`config.mk`:
```
export PLATFORM = sky130hd
export DESIGN_NAME = qddc_var
export DESIGN_NICKNAME = d
export VERILOG_FILES = /design/src/rtl/qddc_var.sv
export SDC_FILE = /design/constraint.sdc
export NUM_CORES = 2
export LEC_CHECK = 0
export ABC_AREA = 1
export CAP_MARGIN = 20
export CORE_UTILIZATION = 55
export CTS_CLUSTER_SIZE = 28
export DETAILED_ROUTE_END_ITERATION = 12
export PLACE_DENSITY = 0.74
export SLEW_MARGIN = 20
export SYNTH_ARGS = -nofsm -noshare
export SYNTH_HDL_FRONTEND = slang
export SYNTH_SLANG_ARGS = --single-unit
```
`constraint.sdc`:
```
create_clock -name clk -period 12 [get_ports clk]
set_input_delay 1.8 -clock clk [delete_from_list [all_inputs] [get_ports clk]]
set_output_delay 1.8 -clock clk [all_outputs]
set_load 0.01 [all_outputs]
```
`src/rtl/qddc_var.sv`:
```
// Quadrature down-converter: tuner (or bypass), per-rail CIC with run-time decimation,
// gain/saturation and a flush-on-reconfigure handshake. Also holds the coarse LO tuner.

module ri_co_tuner #(
    parameter int ISZ = 16,
    parameter int FSZ = 31
) (
    input  logic                  clk,
    input  logic                  reset,
    input  logic                  en,
    input  logic signed [ISZ-1:0] in,
    input  logic [FSZ-1:0]        lo_freq,
    input  logic                  lo_dir,
    input  logic                  lo_ns_en,
    output logic signed [ISZ-1:0] out_i,
    output logic signed [ISZ-1:0] out_q
);
    localparam logic signed [ISZ-1:0] SMIN = {1'b1, {(ISZ-1){1'b0}}};
    localparam logic signed [ISZ-1:0] SMAX = {1'b0, {(ISZ-1){1'b1}}};

    logic [FSZ-1:0]        phase_q, step, dith;
    logic [7:0]            lfsr_q;
    logic signed [ISZ-1:0] neg_in, mix_i, mix_q, out_i_q, out_q_q;

    // Quarter-wave LO: cos/sin take only the values {1, 0, -1, 0}.
    always_comb begin
        step   = lo_dir ? -lo_freq : lo_freq;
        dith   = lo_ns_en ? FSZ'(lfsr_q) : '0;
        neg_in = (in == SMIN) ? SMAX : -in;
        mix_i  = '0;
        mix_q  = '0;
        case (phase_q[FSZ-1 -: 2])
            2'd0:    mix_i = in;
            2'd1:    mix_q = neg_in;
            2'd2:    mix_i = neg_in;
            default: mix_q = in;
        endcase
    end

    always_ff @(posedge clk) begin
        if (reset) begin
            phase_q <= '0;
            lfsr_q  <= 8'h01;
            out_i_q <= '0;
            out_q_q <= '0;
        end else if (en) begin
            phase_q <= phase_q + step + dith;
            lfsr_q  <= {lfsr_q[6:0], lfsr_q[7] ^ lfsr_q[5] ^ lfsr_q[4] ^ lfsr_q[3]};
            out_i_q <= mix_i;
            out_q_q <= mix_q;
        end
    end

    assign out_i = out_i_q;
    assign out_q = out_q_q;
endmodule

module qddc_var #(
    parameter int ISZ          = 16,
    parameter int FSZ          = 31,
    parameter int OSZ          = 16,
    parameter int NUM_STAGES   = 4,
    parameter int MAX_LOG2_DEC = 7,
    parameter int MIN_LOG2_DEC = 1,
    parameter int DSZ          = 3
) (
    input  logic                  clk,
    input  logic                  reset,
    input  logic signed [ISZ-1:0] in,
    input  logic [FSZ-1:0]        lo_freq,
    input  logic                  lo_dir,
    input  logic                  lo_ns_en,
    input  logic                  tuner_bypass,
    input  logic                  iq_swap,
    input  logic [DSZ-1:0]        dec_log2,
    input  logic [3:0]            gain,
    input  logic                  cfg_load,
    output logic                  cfg_busy,
    output logic signed [OSZ-1:0] out_i,
    output logic signed [OSZ-1:0] out_q,
    output logic                  out_valid,
    output logic                  ovf,
    input  logic                  ovf_clr
);
    localparam int W   = ISZ + NUM_STAGES * MAX_LOG2_DEC;
    localparam int CW  = MAX_LOG2_DEC + 1;
    localparam int XW  = W + 16;
    localparam int SHW = $clog2(W + 1);
    localparam int FCW = $clog2(NUM_STAGES + 1);

    localparam logic [1:0] StRun   = 2'd0;
    localparam logic [1:0] StPend  = 2'd1;
    localparam logic [1:0] StFlush = 2'd2;

    logic [CW-1:0]         cnt_q, rate_mask;
    logic                  in_strobe, out_strobe, load;
    logic [1:0]            state_q;
    logic [DSZ-1:0]        adl_q, pend_q, dec_clamped;
    logic [FCW-1:0]        flush_q;
    logic                  clr_q, reload_q;
    logic signed [ISZ-1:0] tun_i, tun_q;
    logic signed [W-1:0]   rail   [2];
    logic signed [W-1:0]   integ_q[2][NUM_STAGES];
    logic signed [W-1:0]   dly_q  [2][NUM_STAGES];
    logic signed [W-1:0]   cval   [2][NUM_STAGES+1];
    logic signed [W-1:0]   norm   [2];
    logic signed [XW-1:0]  scaled [2];
    logic [OSZ-1:0]        sat    [2];
    logic                  clip   [2];
    logic [SHW-1:0]        nshift;
    logic [OSZ-1:0]        out_i_q, out_q_q;
    logic                  out_valid_q, ovf_q;

    ri_co_tuner #(
        .ISZ(ISZ),
        .FSZ(FSZ)
    ) u_tuner (
        .clk     (clk),
        .reset   (reset),
        .en      (in_strobe),
        .in      (in),
        .lo_freq (lo_freq),
        .lo_dir  (lo_dir),
        .lo_ns_en(lo_ns_en),
        .out_i   (tun_i),
        .out_q   (tun_q)
    );

    always_comb begin
        if (dec_log2 < DSZ'(MIN_LOG2_DEC)) begin
            dec_clamped = DSZ'(MIN_LOG2_DEC);
        end else if (dec_log2 > DSZ'(MAX_LOG2_DEC)) begin
            dec_clamped = DSZ'(MAX_LOG2_DEC);
        end else begin
            dec_clamped = dec_log2;
        end
        rate_mask = '0;
        for (int b = 0; b < CW; b++) begin
            rate_mask[b] = (DSZ'(b) <= adl_q);
        end
    end

    assign in_strobe  = cnt_q[0];
    assign out_strobe = ((cnt_q & rate_mask) == rate_mask);
    assign load       = out_strobe && (state_q != StFlush);
    assign cfg_busy   = (state_q != StRun);

    // Comb chain is combinational so the output register can load on the strobe edge itself.
    always_comb begin
        rail[0] = W'(tuner_bypass ? in : tun_i);
        rail[1] = tuner_bypass ? '0 : W'(tun_q);
        nshift  = SHW'(NUM_STAGES) * SHW'(adl_q);
        for (int r = 0; r < 2; r++) begin
            cval[r][0] = integ_q[r][NUM_STAGES-1];
            for (int k = 0; k < NUM_STAGES; k++) begin
                cval[r][k+1] = cval[r][k] - dly_q[r][k];
            end
            norm[r]   = cval[r][NUM_STAGES] >>> nshift;
            scaled[r] = XW'(norm[r]) <<< gain;
            clip[r]   = !((&scaled[r][XW-1:OSZ-1]) || !(|scaled[r][XW-1:OSZ-1]));
            if (clip[r]) begin
                sat[r] = scaled[r][XW-1] ? {1'b1, {(OSZ-1){1'b0}}} : {1'b0, {(OSZ-1){1'b1}}};
            end else begin
                sat[r] = scaled[r][OSZ-1:0];
            end
        end
    end

    always_ff @(posedge clk) begin
        if (reset || clr_q) begin
            cnt_q <= '0;
            for (int r = 0; r < 2; r++) begin
                for (int k = 0; k < NUM_STAGES; k++) begin
                    integ_q[r][k] <= '0;
                    dly_q[r][k]   <= '0;
                end
            end
        end else begin
            cnt_q <= cnt_q + CW'(1);
            for (int r = 0; r < 2; r++) begin
                if (in_strobe) begin
                    integ_q[r][0] <= integ_q[r][0] + rail[r];
                    for (int k = 1; k < NUM_STAGES; k++) begin
                        integ_q[r][k] <= integ_q[r][k] + integ_q[r][k-1];
                    end
                end
                if (out_strobe) begin
                    for (int k = 0; k < NUM_STAGES; k++) begin
                        dly_q[r][k] <= cval[r][k];
                    end
                end
            end
        end
    end

    // The strobe that applies a new ratio also schedules the clear for the following edge.
    always_ff @(posedge clk) begin
        if (reset) begin
            state_q  <= StRun;
            adl_q    <= DSZ'(MAX_LOG2_DEC - 1);
            pend_q   <= DSZ'(MAX_LOG2_DEC - 1);
            flush_q  <= '0;
            clr_q    <= 1'b0;
            reload_q <= 1'b0;
        end else begin
            clr_q <= 1'b0;
            case (state_q)
                StRun: begin
                    if (cfg_load) begin
                        pend_q  <= dec_clamped;
                        state_q <= StPend;
                    end
                end
                StPend: begin
                    if (cfg_load) pend_q <= dec_clamped;
                    if (out_strobe) begin
                        adl_q   <= cfg_load ? dec_clamped : pend_q;
                        clr_q   <= 1'b1;
                        flush_q <= FCW'(NUM_STAGES);
                        state_q <= StFlush;
                    end
                end
                StFlush: begin
                    if (cfg_load) begin
                        pend_q   <= dec_clamped;
                        reload_q <= 1'b1;
                    end
                    if (out_strobe) begin
                        flush_q <= flush_q - FCW'(1);
                        if (flush_q == FCW'(1)) begin
                            state_q  <= (reload_q || cfg_load) ? StPend : StRun;
                            reload_q <= 1'b0;
                        end
                    end
                end
                default: state_q <= StRun;
            endcase
        end
    end

    always_ff @(posedge clk) begin
        if (reset) begin
            out_i_q     <= '0;
            out_q_q     <= '0;
            out_valid_q <= 1'b0;
            ovf_q       <= 1'b0;
        end else begin
            out_valid_q <= load;
            if (load) begin
                out_i_q <= iq_swap ? sat[1] : sat[0];
                out_q_q <= iq_swap ? sat[0] : sat[1];
            end
            if (load && (clip[0] || clip[1])) begin
                ovf_q <= 1'b1;
            end else if (ovf_clr) begin
                ovf_q <= 1'b0;
            end
        end
    end

    assign out_i     = out_i_q;
    assign out_q     = out_q_q;
    assign out_valid = out_valid_q;
    assign ovf       = ovf_q;
endmodule
```
==> impl_metrics.csv <==
group,metric,value,unit
cells_and_area,final_common_cell,"nand2_1",
detailed_routing,drcViolationCount,0,
critical_path,crit_slowest_cell,"edfxtp_1",
cells_and_area,mostFrequentLayoutCells,"nand2_1, inv_1, nand3_1, a21oi_1, nor2_1",
synthesis,async_reset_ff_share,0,%
timing,setup_viol,0,
cts,numCtsBuffers,96,
cells_and_area,antenna_cells,0,
critical_path,cp_max_fo,30,
synthesis,synth-edff-count,704,
cells_and_area,n_fill_cell,12620,
detailed_routing,drt_iter0_drc,5864,
critical_path,end_kind,"flop",
job,maxCapViolCount,0,
outcome,outcome,"complete, no violations",
cts,tritoncts,"done",
detailed_routing,drtAntennaViolNets,0,
global_routing,antenna_found_initial,0,
critical_path,r2r_slack,0.88,ns
floorplan,fp-row-count,136,
cells_and_area,fin_util,59.68,%
synthesis,syn_area,76460,um2
synthesis,ys_types,69,
cts,holdBufCountCts,0,
detailed_routing,wl_per_cell,15.87,um
critical_path,crit_type,"reg2reg",
cells_and_area,drive_gt1_share,3.776,%
cts,cts_root_buffer,"clkbuf_16",
cells_and_area,nets,11450,
timing,hold_viol,0,
synthesis,synth-main-ff-cell,"edfxtp_1",
critical_path,cp_data_arrival_time,11.66,ns
critical_path,r2r_end,"out_q[7]$_SDFFE_PP0P_",
placed_design,port_buffers,96,
cts,clkTransAtPathRegs,0.06,ns
synthesis,yosysTopAreaCell,"edfxtp_1",
hold_path,hold_class,"reg2reg",
critical_path,max_stage_delay,0.40,ns
timing,finClkSkew,0.03929,ns
timing,fin_crit,11.12,ns
floorplan,num_io_pins,97,
synthesis,ys_ff_latch,830,
critical_path,cp_common_cell,"nand2_1",
synthesis,syn_inst,10700,
timing,slew_violations,0,
critical_path,r2r.worst_path.cells,66,
floorplan,coreArea,137700,um2
floorplan,dieArea,140500,um2
synthesis,synth.top_cell.area_share,27.65,%
global_routing,grt_use_total,27.54,%
global_routing,grt_pass1_vias,66120,
cts,cts.path.max_buffers,3,
detailed_routing,via_per_inst,5.663,
synthesis,ys_top_cells_by_area,"edfxtp_1, ha_1, nand2_1, nand3_1, a21oi_1",
floorplan,die_y,374.8,um
global_routing,grt_overflow,0,
critical_path,reg2reg_from,"integ_q[1][0]$_SDFFCE_PN0P_",
cts,cts_htree_levels,3,
cells_and_area,area_delta_synth_final,7.447,%
hold_path,hold_depth,1,
floorplan,initial_core_util,55.54,%
placed_design,dp_hpwl,149700,um
detailed_routing,vias,70750,
synthesis,ys_seq_area_share,30.95,%
hold_path,min_to,"cnt_q[7]$_SDFF_PP0_",
timing,fin_crit_sh,92.67,%
global_routing,grt_max_degree,164,
cts,clkSinkCount,830,
detailed_routing,wl,198300,um
detailed_routing,dr.pass1.iters,6,
floorplan,die_width,374.8,um
critical_path,start_kind,"flop",
synthesis,syn_area_per_cell,7.147,um2
timing,worstMarginPinSlew,1.124,ns
critical_path,required,12.54,ns
synthesis,syn_nets,11530,
global_routing,grt_pass1_wl,325500,um
timing,max_freq,89.92,MHz
timing,max-slew-margin-rel,25.09,%
hold_path,worstHoldStart,"cnt_q[7]$_SDFF_PP0_",
synthesis,yosysWarnings,0,
cts,clk_latency,0.71,ns
placed_design,gp_congestion,0.9631,
registers in the layout, summed over array words and instances (netlist names), 2 cells and up:
name	flops
dly_q	352
integ_q	352
u_tuner.phase_q	31
out_i	16
out_q	16
u_tuner.out_i	16
u_tuner.out_q	16
cnt_q	8
u_tuner.lfsr_q	8
adl_q	3
flush_q	3
pend_q	3
state_q	2
synthesized netlist by cell type (all sizes together), types with 126 or more instances:
cell type     n
a21oi      1220
nand2      2011
clkbuf      164
dfxtp       126
xor2        274
nand3      1395
inv        1546
nor2        934
buf         153
ha          744
o21ai       672
edfxtp      704
per-stage QoR:
| stage | instances | hold WS, ns | TNS [ns] | instance area (um2) | worst slack [ns] |
|---|---|---|---|---|---|
| 3_3_place_gp | 12310 | 0.4384 | 0 | 78570 | 0.6626 |
| 3_5_place_dp | 12310 | 0.4455 | 0 | 78570 | 0.5174 |
| 6_report | 12490 | 0.4593 | 0 | 82150 | 0.8792 |
| 4_1_cts | 12480 | 0.4578 | 0 | 81840 | 0.4658 |
| 5_1_grt | 12490 | 0.4920 | -0.01011 | 82150 | -0.01011 |
| 2_1_floorplan | 10700 | 0.4230 | 0 | 76460 | 1.450 |
layer usage:
layer | vias up | global-route usage [%] | wire length [um]
met1 | 32400 | 37.00 | 91050
met3 | 342 | 2.302 | 8737
li1 | 36220 | - | -
met5 | - | 0 | 0
met2 | 1792 | 45.76 | 91010
met4 | 0 | 11.09 | 7478
worst max-delay path by stage:
stage,startpoint,end
6_report,integ_q[1][0]$_SDFFCE_PN0P_,out_q[7]$_SDFFE_PP0P_
5_1_grt,integ_q[1][0]$_SDFFCE_PN0P_,out_q[7]$_SDFFE_PP0P_
4_1_cts,integ_q[0][0]$_SDFFCE_PN0P_,out_q[7]$_SDFFE_PP0P_
3_5_place_dp,integ_q[0][0]$_SDFFCE_PN0P_,out_i[7]$_SDFFE_PP0P_
3_3_place_gp,integ_q[1][0]$_SDFFCE_PN0P_,out_q[8]$_SDFFE_PP0P_
2_1_floorplan,reset,dly_q[0][0]$_SDFFCE_PN0P_
layout make-up:
type                    instances  area [um2]  area share [%]
clock inverters                53       655.6          0.7981
flip-flops and latches        830       23670           28.81
multi-input cells            7998       45780           55.72
repair buffers                146        1358           1.652
inverters                    1549        5842           7.111
clock buffers                 123        2609           3.175
well taps                    1794        2245           2.732
critical path: cells and delay by family (launching register included):
| family | cells | cell delay (ns) |
|---|---|---|
| AOI/OAI and AO/OA | 28 | 4.74 |
| and+or+nand+nor | 23 | 2.81 |
| adders and majority gates | 5 | 1.55 |
| buffers and inverters | 7 | 0.74 |
| xor gates and xnor gates | 3 | 0.70 |
| DFF | 1 | 0.40 |
logic make-up after synthesis:
family | count (synthesis) | share of synthesized area (%)
compound gates | 2362 | 16.91
xor+xnor | 378 | 4.330
fa+ha+maj | 769 | 12.83
buf+inv | 1870 | 9.506
flops | 830 | 30.95
mux | 3 | 0.03928
simple gates | 4486 | 25.43
what timing repair did:
| action | in CTS | in global routing |
|---|---|---|
| resized for setup | 0 | 62 |
| setup endpoints to repair | 0 | 31 |
| setup buffers | 0 | 10 |
Power is not shown: default switching activity piles up to over one toggle a cycle in this logic, so the estimate is an artifact.
